**config.mk**
```make
export PLATFORM = sky130hd
export DESIGN_NAME = bit_selection_window_pipe
export DESIGN_NICKNAME = d
export VERILOG_FILES = /design/src/rtl/bit_selection_pkg.sv /design/src/rtl/bit_selection_pipe_stage.sv /design/src/rtl/bit_selection_window_pipe.sv
export SDC_FILE = /design/constraint.sdc
export NUM_CORES = 1
export LEC_CHECK = 0
export BUFFER_PORTS_ARGS = -buffer_cell sky130_fd_sc_hd__buf_2
export CAP_MARGIN = 25
export CORE_UTILIZATION = 53
export DETAILED_ROUTE_END_ITERATION = 16
export GPL_TIMING_DRIVEN = 0
export PLACE_DENSITY = 0.81
export RECOVER_POWER = 25
export REMOVE_ABC_BUFFERS = 1
export SETUP_SLACK_MARGIN = 0.05
export SLEW_MARGIN = 20
export SYNTH_ARGS = -nofsm -noshare
export SYNTH_HDL_FRONTEND = slang
export SYNTH_HIERARCHICAL = 1
export SYNTH_SLANG_ARGS = --single-unit
```
**constraint.sdc**
```tcl
create_clock -name clk -period 2.4 [get_ports clk]
set_clock_uncertainty 0.1 [all_clocks]
set_input_delay 0.12 -clock clk [delete_from_list [all_inputs] [get_ports clk]]
set_output_delay 0.12 -clock clk [all_outputs]
set_load 0.05 [all_outputs]
```
**src/rtl/bit_selection_pkg.sv**
```systemverilog
// Shared helpers for the bit-window selector: offset width and the
// zero-fill window extraction.
package bit_selection_pkg;

  // Widest input bus the extraction helper handles.
  localparam int unsigned SEL_MAX_W = 256;

  // One extra bit lets cmd + SHIFT_BASE be formed without wrapping.
  function automatic int unsigned off_width(input int unsigned cmd_w);
    return cmd_w + 1;
  endfunction

  // Callers zero-extend data above their MSB, so a plain right shift
  // yields the zero-filled window; offsets past the bus give all zero.
  function automatic logic [SEL_MAX_W-1:0] sel_window(
    input logic [SEL_MAX_W-1:0] data,
    input int unsigned          off
  );
    if (off >= SEL_MAX_W) return '0;
    return data >> off;
  endfunction

endpackage

```
**src/rtl/bit_selection_pipe_stage.sv**
```systemverilog
// One valid/ready register slice; holds its payload while downstream stalls.
module bit_selection_pipe_stage
  import bit_selection_pkg::*;
#(
  parameter int unsigned WIDTH = 8
) (
  input  logic             clk,
  input  logic             rst,
  input  logic             in_valid,
  output logic             in_ready,
  input  logic [WIDTH-1:0] in_data,
  output logic             out_valid,
  input  logic             out_ready,
  output logic [WIDTH-1:0] out_data
);

  assign in_ready = !out_valid || out_ready;

  // Load a new beat whenever the slot is empty or being drained this cycle.
  always_ff @(posedge clk) begin
    if (rst) begin
      out_valid <= 1'b0;
      out_data  <= '0;
    end else if (in_ready) begin
      out_valid <= in_valid;
      if (in_valid) out_data <= in_data;
    end
  end

endmodule

```
**src/rtl/bit_selection_window_pipe.sv**
```systemverilog
// Pipelined bit-window selector: S1 registers data and offset, the shift
// mux sits between S1 and S2, S2 registers the selected window.
// Optional delivered-beat counter: define BIT_SELECTION_BEAT_COUNT_EN.
module bit_selection_window_pipe
  import bit_selection_pkg::*;
#(
  parameter int unsigned DATA_WIDTH     = 16,
  parameter int unsigned OUT_DATA_WIDTH = DATA_WIDTH >> 1,
  parameter int unsigned COMMAND_WIDTH  = $clog2(DATA_WIDTH) - 1,
  parameter int unsigned SHIFT_BASE     = 1
) (
  input  logic                      clk,
  input  logic                      rst,
  input  logic                      i_valid,
  output logic                      o_ready,
  input  logic [DATA_WIDTH-1:0]     i_data_bus,
  input  logic [COMMAND_WIDTH-1:0]  i_cmd,
  input  logic                      i_en,
  output logic                      o_valid,
  input  logic                      i_ready,
  output logic [OUT_DATA_WIDTH-1:0] o_data_bus,
  output logic [31:0]               o_beat_count
);

  localparam int unsigned OFF_W = off_width(COMMAND_WIDTH);
  localparam int unsigned S1_W  = DATA_WIDTH + OFF_W;

  logic [OFF_W-1:0]          in_off;
  logic                      s1_in_ready;
  logic                      s1_valid;
  logic [S1_W-1:0]           s1_q;
  logic [DATA_WIDTH-1:0]     s1_data;
  logic [OFF_W-1:0]          s1_off;
  logic                      s2_in_ready;
  logic [OUT_DATA_WIDTH-1:0] sel;

  assign in_off  = OFF_W'({1'b0, i_cmd}) + OFF_W'(SHIFT_BASE);
  assign o_ready = !rst && i_en && s1_in_ready;

  bit_selection_pipe_stage #(.WIDTH(S1_W)) u_s1 (
    .clk       (clk),
    .rst       (rst),
    .in_valid  (i_valid && o_ready),
    .in_ready  (s1_in_ready),
    .in_data   ({i_data_bus, in_off}),
    .out_valid (s1_valid),
    .out_ready (s2_in_ready),
    .out_data  (s1_q)
  );

  assign {s1_data, s1_off} = s1_q;
  assign sel = OUT_DATA_WIDTH'(sel_window(SEL_MAX_W'(s1_data), 32'(s1_off)));

  bit_selection_pipe_stage #(.WIDTH(OUT_DATA_WIDTH)) u_s2 (
    .clk       (clk),
    .rst       (rst),
    .in_valid  (s1_valid),
    .in_ready  (s2_in_ready),
    .in_data   (sel),
    .out_valid (o_valid),
    .out_ready (i_ready),
    .out_data  (o_data_bus)
  );

`ifdef BIT_SELECTION_BEAT_COUNT_EN
  logic [31:0] beat_count;

  // Count output transfers; wraps naturally at 32 bits.
  always_ff @(posedge clk) begin
    if (rst) beat_count <= '0;
    else if (o_valid && i_ready) beat_count <= beat_count + 32'd1;
  end

  assign o_beat_count = beat_count;
`else
  assign o_beat_count = '0;
`endif

endmodule

```
== Word level (Yosys, flattened, before mapping) ==
Cells that the tools add are included.

* $add $sub $neg: 1
* Shift operators: 1
* Reduce and logical (&&, ||, !) cells: 10

{| class="wikitable"
|+ Operators by type and width
! kind !! count
|-
| >> shifter 16 x 4 -> 8 bit || 1
|-
| adder 3 x 1 -> 4 bit (second input constant) || 1
|-
| AND reduction 2 bit || 2
|-
| logical AND 1 bit || 3
|-
| logical NOT 1 bit || 3
|-
| logical OR 1 bit || 2
|}

* Bits in registers: 30
* Input bits: 24
* Word-level logic and storage cells: 16

== Depth between registers and ports, before layout ==
Gate-level depths: netlist of the first run.

* Depth after elaboration: 6
* Gate-level depth with buffers: 13
* Depth with buffers taken out: 7

== Cells and area by module ==
Netlist of the first run, hierarchy kept.

{| class="wikitable"
|+ By module, submodules not included
! module !! times used !! cells each !! area an instance (sq um) !! sequential area each (sq um)
|-
| bit_selection_pipe_stage at u_s1 || 1 || 96 || 985.9 || 420.4
|-
| bit_selection_window_pipe || 1 || 92 || 924.6 || 0.0
|-
| bit_selection_pipe_stage at u_s2 || 1 || 41 || 441.7 || 180.2
|}

== Worst setup path after synthesis of the first run ==
OpenSTA, ideal clock, no wires.

* Path type: register to register
* From: reg u_s2.out_valid
* To: reg u_s1.out_data[6]
* Setup time: 0.143 ns
* Arrival time: 2.720 ns
* Required time: 2.157 ns
* Path slack: -0.563 ns
* Cell stages (with the launch flop): 14
* Buffers on the path: 6
* Clock period less this slack: 2.963 ns
* Cells stage by stage: dfxtp_1 -> nand2b_4 -> buf_6 -> buf_6 -> nand2b_4 -> buf_6 -> buf_2 -> nand2_1 -> nor2_1 -> and2_1 -> clkbuf_1 -> buf_2 -> a21bo_1 -> a21oi_2

* Longest elaborated chain between the ends: 6

{| class="wikitable"
|+ RTL lines
! item !! line !! text
|-
| from (decl) || bit_selection_pipe_stage.sv:12 || <nowiki>output logic out_valid,</nowiki>
|-
| from (signal assigned) || bit_selection_pipe_stage.sv:25 || <nowiki>out_valid <= in_valid;</nowiki>
|-
| logical NOT 1 bit || bit_selection_pipe_stage.sv:17 || <nowiki>assign in_ready = !out_valid || out_ready;</nowiki>
|-
| logical OR 1 bit || bit_selection_pipe_stage.sv:17 ||
|-
| named net s2_in_ready || bit_selection_window_pipe.sv:34 || <nowiki>logic s2_in_ready;</nowiki>
|-
| logical OR 1 bit || bit_selection_pipe_stage.sv:17 ||
|-
| named net s1_in_ready || bit_selection_window_pipe.sv:29 || <nowiki>logic s1_in_ready;</nowiki>
|-
| logical AND 1 bit || bit_selection_window_pipe.sv:38 || <nowiki>assign o_ready = !rst && i_en && s1_in_ready;</nowiki>
|-
| named net o_ready || bit_selection_window_pipe.sv:15 || <nowiki>output logic o_ready,</nowiki>
|-
| logical AND 1 bit || bit_selection_window_pipe.sv:43 || <nowiki>.in_valid (i_valid && o_ready),</nowiki>
|-
| AND reduction 2 bit (no line) || -- ||
|-
| to (signal assigned) || bit_selection_pipe_stage.sv:26 || <nowiki>if (in_valid) out_data <= in_data;</nowiki>
|-
| to (decl) || bit_selection_pipe_stage.sv:14 || <nowiki>output logic [WIDTH-1:0] out_data</nowiki>
|}

The timed path passes the listed nets, and every way through them passes these cells.
A chain may end at the register's enable or synchronous reset.

== Final worst setup path of the first run ==
* From: reg u_s2.out_valid
* To: reg u_s1.out_data[16]

* Longest elaborated chain between the ends: 6

{| class="wikitable"
|+ RTL lines
! item !! line
|-
| logical NOT 1 bit (*) || bit_selection_pipe_stage.sv:17
|-
| logical OR 1 bit (*) || bit_selection_pipe_stage.sv:17
|-
| named net s2_in_ready || bit_selection_window_pipe.sv:34
|-
| logical OR 1 bit (*) || bit_selection_pipe_stage.sv:17
|-
| named net s1_in_ready || bit_selection_window_pipe.sv:29
|-
| logical AND 1 bit || bit_selection_window_pipe.sv:38
|-
| logical AND 1 bit || bit_selection_window_pipe.sv:43
|-
| AND reduction 2 bit (no line) (*) || --
|}

The timed path passes the listed nets; every way through them passes the cells marked *.

==> impl_metrics.env, run 1 <==
export IMPL_status="finished, final reports clean"
export IMPL_slew_violations=0
export IMPL_dp_cells=288
export IMPL_leakage_nw=0.883
export IMPL_p_comb_share_pct=19.7
export IMPL_hold_ws_ns=0.00457
export IMPL_worstHoldPathType="in2reg"
export IMPL_cts_root_buf="clkbuf_8"
export IMPL_tritoncts="done"
export IMPL_synth_top_area_share_pct=25.5
export IMPL_dp_slack_ns=0.0331
export IMPL_ys_seq_area_share_pct=25.5
export IMPL_area_growth_syn_to_layout_pct=0.160
export IMPL_post_route_min_period_ns=2.13
export IMPL_die_x_um=68.6
export IMPL_num_rows=23
export IMPL_met1_usage_pct=23.9
export IMPL_dieArea_mm2=0.00471
export IMPL_hold_viol=0
export IMPL_cts_sinks=30
export IMPL_core_mm2=0.00414
export IMPL_fin_ws_ns=0.271
export IMPL_vias=1605
export IMPL_setup_violations=0
export IMPL_final_core_util_pct=56.9
export IMPL_routed_wl_um=3920
export IMPL_grt_pass1_vias=1439
export IMPL_vias_per_cell=5.39
export IMPL_drc=0
export IMPL_antenna_cells=0
export IMPL_criticalPathCategory="reg2reg"
export IMPL_startpoint_type="flop"
export IMPL_final_cells=298
export IMPL_clk_pin_slew_ns=0.06
export IMPL_fp_dieH_um=68.6
export IMPL_cp_arrival_ns=2.16
export IMPL_initial_core_util_pct=56.8
export IMPL_syn_area_mm2=0.00235
export IMPL_drt_iter0_drc=72
export IMPL_relSlewSlack_pct=45.3
export IMPL_insertion_delay_ns=0.28
export IMPL_yosysWarningCount=6
export IMPL_antenna_found_initial=0
export IMPL_postRouteAntennaNets=0
export IMPL_synthTopCellsByArea="dfxtp_1 (26%), a21bo_1 (11%), buf_4 (10%)"
export IMPL_nets=272
export IMPL_grt_busiest_layer="met2"
export IMPL_syn_inst=229
export IMPL_ys_ff_latch=30
export IMPL_track_usage_pct=18.9
export IMPL_gr_usage_met2_pct=30.3
export IMPL_grt_pass1_wl_um=6510
export IMPL_drv_cap=0
export IMPL_wl_per_cell_um=13.1
export IMPL_p_int_w=0.000804
export IMPL_drt_pass1_iterations=4
export IMPL_hpwl_um=2510
export IMPL_yosys_area_top_type="dfxtp_1"
export IMPL_grt_max_degree=43
export IMPL_portBuffers=33
export IMPL_path_max_fanout=42
export IMPL_crit_path_end_kind="flop"
export IMPL_powerDensity_mw_per_mm2=502
export IMPL_gp_congestion=0.863
export IMPL_clk_path_buf_depth=2
export IMPL_layout_commonest_cell="conb_1"
export IMPL_setup_tns_ns=0
export IMPL_drive_gt1_share_pct=30.2
export IMPL_crit_required_ns=2.43
export IMPL_ir_drop_mv=0.456
export IMPL_final_cell_mix="conb_1 (32), nand3_1 (28), dfxtp_1 (28), a21bo_1 (27), a21oi_2 (26)"
export IMPL_fin_crit_sh_pct=88.7
export IMPL_cts_made_buffers=5
export IMPL_clockPowerShare_pct=35.4
export IMPL_syn_area_per_cell_um2=10.3
export IMPL_switching_share_pct=32.0
export IMPL_ys_types=37
export IMPL_seqPwrFrac_pct=45.0
export IMPL_ioPinCount=66
export IMPL_rsz0062_at_grt="false"
export IMPL_worst_pin_slew_ns=0.821
export IMPL_max_freq_mhz=470
export IMPL_met3_usage_pct=4.11
export IMPL_htree_levels=2
export IMPL_gr_total_overflow=0
export IMPL_p_switching_w=0.000378
## critical path, cell delays in order, from the launching register on
cell	delay (ns)
dfxtp_1	0.33
nand2b_4	0.18
nand2b_4	0.44
nand2_1	0.09
nor2_1	0.13
and2_4	0.43
a21bo_2	0.20
a21oi_1	0.05
## worst paths after layout
path / startpoint / cells past startpoint / endpoint / slack (ns)
setup / recovery: u_s2/out_valid / 7 / u_s1/out_data[16] / 0.27
hold / removal: i_data_bus[7] / 3 / u_s1/out_data[11] / 0.005
setup reg to reg: u_s2/out_valid / 7 / u_s1/out_data[16] / 0.27
hold reg to reg: u_s2/out_data[3] / 2 / u_s2/out_data[3] / 0.48
## layer usage
| metal | part of all wire [%] | vias to the layer above | routed length [um] |
|---|---|---|---|
| met5 | 0 | - | 0 |
| met3 | 6.2 | 6 | 241 |
| met4 | 1.6 | 0 | 63 |
| met1 | 48 | 740 | 1870 |
| li1 | - | 800 | - |
| met2 | 44 | 59 | 1740 |
## cell families after synthesis
| kind of cell | count (synthesis) | synth area share (%) |
|---|---|---|
| compound gates | 70 | 26.1 |
| buf+inv | 60 | 19.7 |
| simple gates | 41 | 9.79 |
| flops | 30 | 25.5 |
| mux | 25 | 17.8 |
| fa+ha+maj | 1 | 0.532 |
| other cells | 1 | 0.159 |
| xor+xnor | 1 | 0.372 |
## registers in the layout (all words and copies together), names as in the netlist
| name | flops |
|---|---|
| u_s1/out_data | 20 |
| u_s2/out_data | 8 |
| u_s1/out_valid | 1 |
| u_s2/out_valid | 1 |
## power groups by stage
stage	registers [W]	logic [W]	clock network, W
after detailed placement	0.000542	0.000229	0
after CTS	0.000531	0.000232	0.000428
after floorplan	0.000540	0.000183	0
final	0.000532	0.000233	0.000418
after global placement	0.000542	0.000227	0
after global routing	0.000535	0.000251	0.000454
## Yosys cell counts
cell,count
a21bo_1,27
a21bo_2,1
a21oi_1,6
a21oi_2,26
a221o_1,1
a221oi_1,2
a22oi_1,3
and2_1,2
and2b_2,1
and3_1,1
buf_1,1
buf_12,1
buf_2,6
buf_4,32
buf_6,10
clkbuf_1,3
clkbuf_8,2
clkinv_1,1
conb_1,1
dfxtp_1,30
ha_1,1
inv_1,4
mux2_2,3
mux2i_1,10
mux4_1,4
mux4_2,8
nand2_1,2
nand2b_1,1
nand2b_4,2
nand3_1,28
nor2_1,2
nor2b_1,1
nor3b_1,1
o21ai_0,1
o21ai_1,1
o31ai_1,2
xor2_1,1
## final cells by class
cell class	instances	area [um^2]
Sequential cell	30	603
Multi-Input combinational cell	170	1410
Clock inverter	1	5.00
Clock buffer	7	86.3
Inverter	5	18.8
Fill cell	401	1790
Timing Repair Buffer	35	174
Tap cell	50	62.6
## through the flow
step | total power (W) | area, um^2
2_1_floorplan | 0.000723 | 2020
6_report | 0.00118 | 2360
3_5_place_dp | 0.000771 | 2250
3_3_place_gp | 0.000769 | 2250
5_1_grt | 0.00124 | 2360
4_1_cts | 0.00119 | 2360
## repair_timing
action,CTS,global route
resized for setup,1,2
endpoints found under the hold margin,2,0
hold buffers,2,0
setup buffers,0,0
setup endpoints to repair,20,25
No activity file was read; power rests on OpenSTA's default activity.
==> run 2: changes to the inputs <==
CAP_MARGIN = not set   (was 25)
PLACE_DENSITY = 0.78   (was 0.81)
==> run 2 against run 1 <==
  * Worst setup slack better by 0.016 ns
  * Sequential share of layout area down 0.31 points
  * Critical path type unchanged
  * Final cell count up 0.34%
  * Combinational power about the same
  * Design area up 1.2%
  * Sequential power about the same
  * Highest routed layer unchanged
  * Fmax up 0.77%
==> impl_metrics.env, run 2 (synthesis gave the netlist of run 1 again) <==
export IMPL_status="finished, final reports clean"
export IMPL_drt_iter0_drc=41
export IMPL_insertion_delay_ns=0.28
export IMPL_drv_cap=0
export IMPL_track_usage_pct=19.0
export IMPL_slew_violations=0
export IMPL_cp_arrival_ns=2.23
export IMPL_drc=0
export IMPL_nets=273
export IMPL_path_cells="mux2i_1 > mux4_2 > o21ai_0 > nand3_1 > a21oi_2"
export IMPL_setup_violations=0
export IMPL_fillers=396
export IMPL_cp_slowest_cell="dfxtp_1"
export IMPL_tritoncts="done"
export IMPL_clk_pin_slew_ns=0.07
export IMPL_portBuffers=33
export IMPL_largest_register="u_s1/out_data"
export IMPL_final_cell_mix="conb_1 (32), nand3_1 (28), dfxtp_1 (28), a21bo_1 (27), a21oi_2 (26)"
export IMPL_vias=1612
export IMPL_post_cts_buffers=0
export IMPL_vias_per_cell=5.39
export IMPL_powerDensity_mw_per_mm2=520
export IMPL_htree_levels=2
export IMPL_max_freq_mhz=473
export IMPL_postRouteAntennaNets=0
export IMPL_placed_area_mm2=0.00225
export IMPL_wl_per_cell_um=13.8
export IMPL_worstHoldPathType="in2reg"
export IMPL_fin_crit_sh_pct=88.0
export IMPL_ir_drop_mv=0.248
export IMPL_drive_gt1_share_pct=30.5
export IMPL_relSlewSlack_pct=45.4
export IMPL_num_rows=23
export IMPL_initial_core_util_pct=56.8
export IMPL_rrSetupSlack_ns=0.29
export IMPL_hold_viol=0
export IMPL_leakage_nw=0.897
export IMPL_post_route_min_period_ns=2.11
export IMPL_die_x_um=68.6
export IMPL_reg_largest_list="u_s1/out_data x20, u_s2/out_data x8"
export IMPL_criticalPathCategory="reg2reg"
export IMPL_gr_total_overflow=0
export IMPL_worst_pin_slew_ns=0.819
export IMPL_hold_ws_ns=0.00629
export IMPL_core_mm2=0.00414
export IMPL_gp_congestion=0.889
export IMPL_cts_root_buf="clkbuf_8"
export IMPL_path_max_fanout=16
export IMPL_antenna_cells=0
export IMPL_area_growth_syn_to_layout_pct=1.38
export IMPL_largest_reg_flops=20
export IMPL_grt_pass1_vias=1403
export IMPL_path_delay_family="flip-flops"
export IMPL_layout_commonest_cell="conb_1"
export IMPL_startpoint_type="flop"
export IMPL_cts_made_buffers=5
export IMPL_final_area_mm2=0.00238
export IMPL_drt_pass1_iterations=4
export IMPL_dieArea_mm2=0.00471
export IMPL_grt_max_degree=43
export IMPL_ioPinCount=66
export IMPL_crit_required_ns=2.51
export IMPL_crit_path_end_kind="flop"
export IMPL_rsz0062_at_grt="false"
export IMPL_antenna_found_initial=0
export IMPL_max_stage_delay_ns=0.79
export IMPL_grt_pass1_wl_um=6550
export IMPL_cts_sinks=30
export IMPL_fp_dieH_um=68.6
export IMPL_routed_wl_um=4130
export IMPL_critPathBufInv=0
export IMPL_hpwl_um=2750
export IMPL_clk_path_buf_depth=2
run 2: changes by cell type in the layout (fill, tap and decap cells not counted), sizes merged:
| cell | change |
|---|---|
| dlygate4sd3 | +1 |
| clkinv | -1 |
| clkbuf | +1 |
run 2: per-layer routing:
metal	vias up	share of wire [%]	wire length (um)	track usage, %
met2	48	47	1960	30.5
li1	806	-	-	-
met3	7	4.9	203	5.92
met1	751	46	1920	23.7
met5	-	0	0	0
met4	0	1.4	56	7.29
run 2: what timing repair did:
item                                   CTS  global route
pin swaps                                0             0
resized for setup                        1             2
setup endpoints to repair                5            25
hold buffers                             2             1
endpoints found under the hold margin    2             1
run 2: worst register-to-register path: stages (launching register included):
cell and delay [ns]:
dfxtp_1 0.79, mux2i_1 0.25, mux4_2 0.51, o21ai_0 0.16, nand3_1 0.11, a21oi_2 0.13
run 2: worst paths after layout:
check / startpoint / endpoint / depth (start not counted)
setup / recovery: u_s1/out_data[3] / u_s2/out_data[1] / 5
hold / removal: i_data_bus[13] / u_s1/out_data[17] / 3
setup reg to reg: u_s1/out_data[3] / u_s2/out_data[1] / 5
hold reg to reg: u_s2/out_data[0] / u_s2/out_data[0] / 2
run 2: through the flow:
step                utilization [%]  setup TNS (ns)  std cells  total power [W]  setup WS, ns
floorplan                         -          -16.66        205         0.000723        -0.821
global placement               54.3           -6.79        288         0.000769        -0.359
detailed placement             54.3               0        288         0.000772        0.0541
CTS                            57.5               0        298          0.00125        0.0503
global route                   57.5               0        299          0.00130        0.0519
finish                         57.5               0        299          0.00124         0.287
run 2: area by class of cell:
type | instances | area (um^2) | area share [%]
multi-input cells | 170 | 1410 | 59.0
flip-flops and latches | 30 | 603 | 25.3
repair buffers | 36 | 184 | 7.71
clock buffers | 8 | 110 | 4.62
well taps | 50 | 62.6 | 2.62
inverters | 5 | 18.8 | 0.787
run 2: where the power goes:
group          switching (W)  internal, W  total, W  leakage [nW]
combinational       0.000170    0.0000636  0.000234         0.595
clock               0.000185     0.000289  0.000474        0.0575
sequential         0.0000220     0.000511  0.000533         0.244
total               0.000377     0.000864   0.00124         0.897
